File: config.mk
export PLATFORM = sky130hd
export DESIGN_NAME = memory_tank_sched
export DESIGN_NICKNAME = d
export VERILOG_FILES = /design/src/rtl/memory_tank_sched.sv
export SDC_FILE = /design/constraint.sdc
export NUM_CORES = 1
export LEC_CHECK = 0
export BUFFER_PORTS_ARGS = -buffer_cell sky130_fd_sc_hd__buf_2
export CAP_MARGIN = 20
export CORE_UTILIZATION = 50
export CTS_CLUSTER_DIAMETER = 200
export DETAILED_ROUTE_END_ITERATION = 8
export PLACE_DENSITY = 0.72
export SYNTH_ARGS = -nofsm -noshare
export SYNTH_HDL_FRONTEND = slang
export SYNTH_SLANG_ARGS = --single-unit
File: constraint.sdc
create_clock -name r2_clk -period 2.7 [get_ports r2_clk]
set_input_delay 0.135 -clock r2_clk [delete_from_list [all_inputs] [get_ports r2_clk]]
set_output_delay 0.135 -clock r2_clk [all_outputs]
set_load 0.01 [all_outputs]
File: src/rtl/memory_tank_sched.sv
// rtl/memory_tank_sched.sv - slot scheduler gating one mercury-tank word (short or long) per request
module memory_tank_sched #(
   parameter int DIGITS = 18,
   parameter int WORDS  = 32,
   parameter int AW     = 5
) (
   input  logic          r2_clk,
   input  logic          r2_rst,
   input  logic          req_valid,
   output logic          req_ready,
   input  logic [1:0]    req_op,
   input  logic [AW-1:0] req_addr,
   input  logic          req_long,
   output logic          done,
   output logic          t3_in,
   output logic          t3_out,
   output logic          t3_clr,
   output logic [4:0]    digit,
   output logic [AW-1:0] slot,
   output logic          rev
);

   localparam logic [4:0]    DIG_LAST  = 5'(DIGITS - 1);
   localparam logic [AW-1:0] SLOT_LAST = AW'(WORDS - 1);
   localparam int            LW        = $clog2(2 * DIGITS);
   localparam logic [LW-1:0] LEN_SHORT = LW'(DIGITS - 1);
   localparam logic [LW-1:0] LEN_LONG  = LW'(2 * DIGITS - 1);

   typedef enum logic [1:0] {S_IDLE, S_WAIT, S_XFER, S_DONE} state_t;

   state_t        state, state_nxt;
   logic [1:0]    op_q;
   logic          long_q;
   logic [AW-1:0] tgt_q;
   logic [LW-1:0] len_cnt;
   logic          digit_wrap;
   logic          slot_hit;
   logic          xfer_last;
   logic          is_write;
   logic          is_clear;
   logic          is_read;

   assign digit_wrap = (digit == DIG_LAST);
   assign rev        = (digit == 5'd0) && (slot == '0);

   // Free-running position of the circulating tank; never stalled by requests.
   always_ff @(posedge r2_clk or posedge r2_rst) begin
      if (r2_rst) begin
         digit <= 5'd0;
         slot  <= '0;
      end else if (digit_wrap) begin
         digit <= 5'd0;
         slot  <= (slot == SLOT_LAST) ? '0 : slot + AW'(1);
      end else begin
         digit <= digit + 5'd1;
      end
   end

   // Last digit of the slot preceding the target, so the registered gates open on its first digit.
   assign slot_hit  = digit_wrap && (slot == tgt_q - AW'(1));
   assign xfer_last = (len_cnt == (long_q ? LEN_LONG : LEN_SHORT));

   assign is_write = (op_q == 2'b01);
   assign is_clear = (op_q == 2'b10);
   assign is_read  = !(is_write || is_clear);

   always_ff @(posedge r2_clk or posedge r2_rst) begin
      if (r2_rst) state <= S_IDLE;
      else        state <= state_nxt;
   end

   always_comb begin
      state_nxt = state;
      case (state)
         S_IDLE:  if (req_valid && req_ready) state_nxt = S_WAIT;
         S_WAIT:  if (slot_hit)               state_nxt = S_XFER;
         S_XFER:  if (xfer_last)              state_nxt = S_DONE;
         S_DONE:                              state_nxt = S_IDLE;
         default:                             state_nxt = S_IDLE;
      endcase
   end

   always_comb begin
      req_ready = (state == S_IDLE);
      done      = (state == S_DONE);
   end

   always_ff @(posedge r2_clk or posedge r2_rst) begin
      if (r2_rst) begin
         op_q    <= 2'b00;
         long_q  <= 1'b0;
         tgt_q   <= '0;
         len_cnt <= '0;
         t3_in   <= 1'b0;
         t3_out  <= 1'b0;
         t3_clr  <= 1'b0;
      end else begin
         case (state)
            S_IDLE: begin
               if (req_valid && req_ready) begin
                  op_q   <= req_op;
                  long_q <= req_long;
                  tgt_q  <= req_long ? {req_addr[AW-1:1], 1'b0} : req_addr;
               end
            end
            S_WAIT: begin
               if (slot_hit) begin
                  len_cnt <= '0;
                  t3_out  <= is_read;
                  t3_in   <= is_write;
                  t3_clr  <= is_write || is_clear;
               end
            end
            S_XFER: begin
               if (xfer_last) begin
                  t3_in  <= 1'b0;
                  t3_out <= 1'b0;
                  t3_clr <= 1'b0;
               end else begin
                  len_cnt <= len_cnt + LW'(1);
               end
            end
            default: ;
         endcase
      end
   end

endmodule

==> flow_summary.yaml <==
clocking:
  cts_tree: "built"
  clockBufferDepth: 2
  numClockSinks: 29
  h-tree-depth: 2
  clkSlewWorstSetupHoldPaths_ns: 0.09
  cts_inserted_buffers: 5
  worst_skew_pair.late_latency_ns: 0.33
  cts.repair.resized: 0
  clk_root_buffer_cell: "sky130_fd_sc_hd__clkbuf_4"
grt:
  grt_antenna_before_repair: 0
  grt_pass1_wl_um: 5830
  first_global_vias: 1291
  grt.overflow.total: 0
  grt_max_degree: 30
  groute.usage.overall_pct: 21.8
yosys:
  synth_cells: 168
  area_of_the_mapped_netlist_mm2: 0.00173
  flip_flop_and_latch_count_after_synthesis: 29
  netlist-cell-type-count: 37
  ys_warn_count: 0
  synth-async-reset-ratio_pct: 100
  synthTopCellsByCount: "sky130_fd_sc_hd__dfrtp_1, sky130_fd_sc_hd__inv_1, sky130_fd_sc_hd__ha_1"
  syn_nets: 192
  synth-seq-area-share_pct: 42.0
  mean_instance_size_in_the_synthesized_netlist_um2: 10.3
  synthDominantCellAreaShare_pct: 42.0
  synth.area.top_cells: "sky130_fd_sc_hd__dfrtp_1, sky130_fd_sc_hd__ha_1, sky130_fd_sc_hd__mux2_2, sky130_fd_sc_hd__inv_1, sky130_fd_sc_hd__xnor2_1"
  synth_ff_type: "sky130_fd_sc_hd__dfrtp_1"
  synth_enable_flop_cells: 0
  synth_most_common_cell: "sky130_fd_sc_hd__dfrtp_1"
  yosys.area.top_type: "sky130_fd_sc_hd__dfrtp_1"
critical_path:
  rr_startpoint: "tgt_q[0]$_DFFE_PP0P_"
  critical_path.endpoint: "len_cnt[4]$_DFFE_PP0P_"
  crit_path_max_incr_delay_ns: 0.42
  worstRegToRegCells: 7
  worstPathBufferInverterCount: 1
  timing.critical_path.fanout_max: 11
  worstSetupStartpoint: "tgt_q[0]$_DFFE_PP0P_"
  timing.critical_path.required_ns: 2.91
  critical_path.endpoint_type: "flop"
  worst-endpoint-arrival_ns: 2.64
  cpMaxStageDelayCell: "sky130_fd_sc_hd__mux2_4"
  timing_worst_setup_path_type: "flop to flop"
  r2r_slack_ns: 0.27
  startpoint_class_of_the_critical_path: "flop"
  timing.critical_path.cells: "inv_1 -> ha_1 -> o21ba_1 -> a221oi_2 -> o211ai_1 -> mux2_4 -> a221o_1"
  worst-path-stages: 7
  rr_endpoint: "len_cnt[4]$_DFFE_PP0P_"
  timing.critical_path.max_delay_family: "compound AO/OA/AOI/OAI gates"
status:
  status: "complete, no violations"
timing:
  finalCritPeriodShare_pct: 90.0
  slew_viol_final: 0
  worst_slew_margin_relative_to_its_limit_pct: 45.4
  total_negative_setup_slacks_ns: 0
  period_minus_slack_ns: 2.43
  grt_setup_unrepaired: "false"
  worst_slack_ns: 0.270
  worstMarginPinSlew_ns: 0.816
  fin_worst_skew_ns: 0.00521
  max_clock_freq_mhz: 412
  timing_hold_violations_final: 0
  finalSetupViolCount: 0
die:
  die-area_mm2: 0.00370
  initial_core_utilization_pct: 54.4
  placeableCoreArea_mm2: 0.00318
  chipWidth_um: 60.8
  row_count: 20
  die_height_um: 60.8
  ports_placed_on_the_boundary: 27
routing:
  drc_errors: 0
  vias: 1393
  drt-pass1-iter-count: 4
  drt.antenna.violating_nets: 0
  drtIter0Drc: 45
  route.detailed.vias_per_inst: 5.76
  routed_wirelength_um: 3480
  route.detailed.wl_per_inst_um: 14.4
power:
  largest_vdd_supply_drop_mv: 0.668
  power.total_mw: 1.75
  power.leakage_nw: 0.962
  power_density_mw_per_mm2: 891
placement:
  place.detailed.hpwl_um: 2500
  placed_area_mm2: 0.00188
  finalWeightedCongestion: 0.806
  placement.setup.worst_slack_ns: 0.316
  portBuffers: 26
cells_and_area:
  areaGrowthSynthToFinish_pct: 13.5
  drive_gt1_share_pct: 23.7
  post-route-cell-area_mm2: 0.00196
  nets: 222
  antenna_diode_count: 0
min_path:
  holdCritPathClass: "primary input to flop"
job:
  max_cap_viol_count: 0
==> layout by cell type, fill, tap and decap left out, drive strengths merged, types with 4 or more instances in the layout <==
cell type,Yosys,final
xnor2,6,6
and3,5,5
mux2,10,10
a21oi,4,4
nand2,12,12
o21ai,5,5
dfrtp,29,29
ha,13,13
nand3,7,7
buf,3,28
a211o,4,4
nor3,4,4
a211oi,5,5
nor2,8,8
inv,16,16
clkbuf,3,7
==> what timing repair did <==
item	CTS	global route
buffers inserted	0	0
hold endpoints to repair	0	14
hold buffers	0	1
==> metrics by stage <==
step,std cells,utilization (%),hold WS (ns)
2_1_floorplan,168,-,0.213
3_3_place_gp,233,59.3,0.369
3_5_place_dp,233,59.3,0.372
4_1_cts,240,61.0,0.0191
5_1_grt,242,61.8,0.00829
6_report,242,61.8,0.0325
==> flip-flops by register name, summed over array words and instances, names as in the netlist <==
name / flops
long_q: 1
t3_in: 1
state: 2
t3_clr: 1
t3_out: 1
tgt_q: 5
len_cnt: 6
slot: 5
digit: 5
op_q: 2
==> worst register-to-register path: stages (launching register included) <==
cell	delay, ns
sky130_fd_sc_hd__dfrtp_1	0.41
sky130_fd_sc_hd__inv_1	0.07
sky130_fd_sc_hd__ha_1	0.25
sky130_fd_sc_hd__o21ba_1	0.19
sky130_fd_sc_hd__a221oi_2	0.25
sky130_fd_sc_hd__o211ai_1	0.36
sky130_fd_sc_hd__mux2_4	0.42
sky130_fd_sc_hd__a221o_1	0.36
==> where the power goes <==
group / switching [mW] / total, mW / internal [mW]
Combinational: 0.386 / 0.770 / 0.384
Clock: 0.147 / 0.270 / 0.123
Sequential: 0.140 / 0.709 / 0.568
==> cell type report <==
class	instances	area, µm²
flip-flops and latches	29	726
clock buffers	7	55.1
repair buffers	29	163
multi-input cells	117	905
inverters	16	60.1
fillers	282	1210
well taps	44	55.1
==> cells by family (layout without fill, tap and decap cells) <==
family,after synthesis,after routing,share of synthesized area [%]
AND/OR/NAND/NOR,53,53,17.3
AO/OA/AOI/OAI,33,33,14.8
flip-flops,29,29,42.0
buffers and inverters,22,52,5.72
adder cells (fa/ha/maj),13,13,9.41
multiplexers,10,10,6.73
XOR/XNOR,8,8,4.05
==> per-layer routing <==
metal  wire (µm)  GRT usage, %  vias to the layer above
met1        1610          29.0                      682
li1            -             -                      657
met3         195          6.61                        8
met5           0             0                        -
met2        1600          32.7                       46
met4          71          10.4                        0
==> how the worst min path moves through the flow <==
stage,endpoint,slack (ns),start,cells after the start
after floorplan,digit[0]$_DFF_PP0_,0.21,r2_rst,1
after global placement,tgt_q[2]$_DFFE_PP0P_,0.37,req_addr[2],2
after detailed placement,tgt_q[4]$_DFFE_PP0P_,0.37,req_addr[4],2
after CTS,tgt_q[4]$_DFFE_PP0P_,0.02,req_addr[4],2
after global routing,tgt_q[4]$_DFFE_PP0P_,0.008,req_addr[4],2
final,tgt_q[4]$_DFFE_PP0P_,0.03,req_addr[4],2
(Power assumes the default switching activity.)
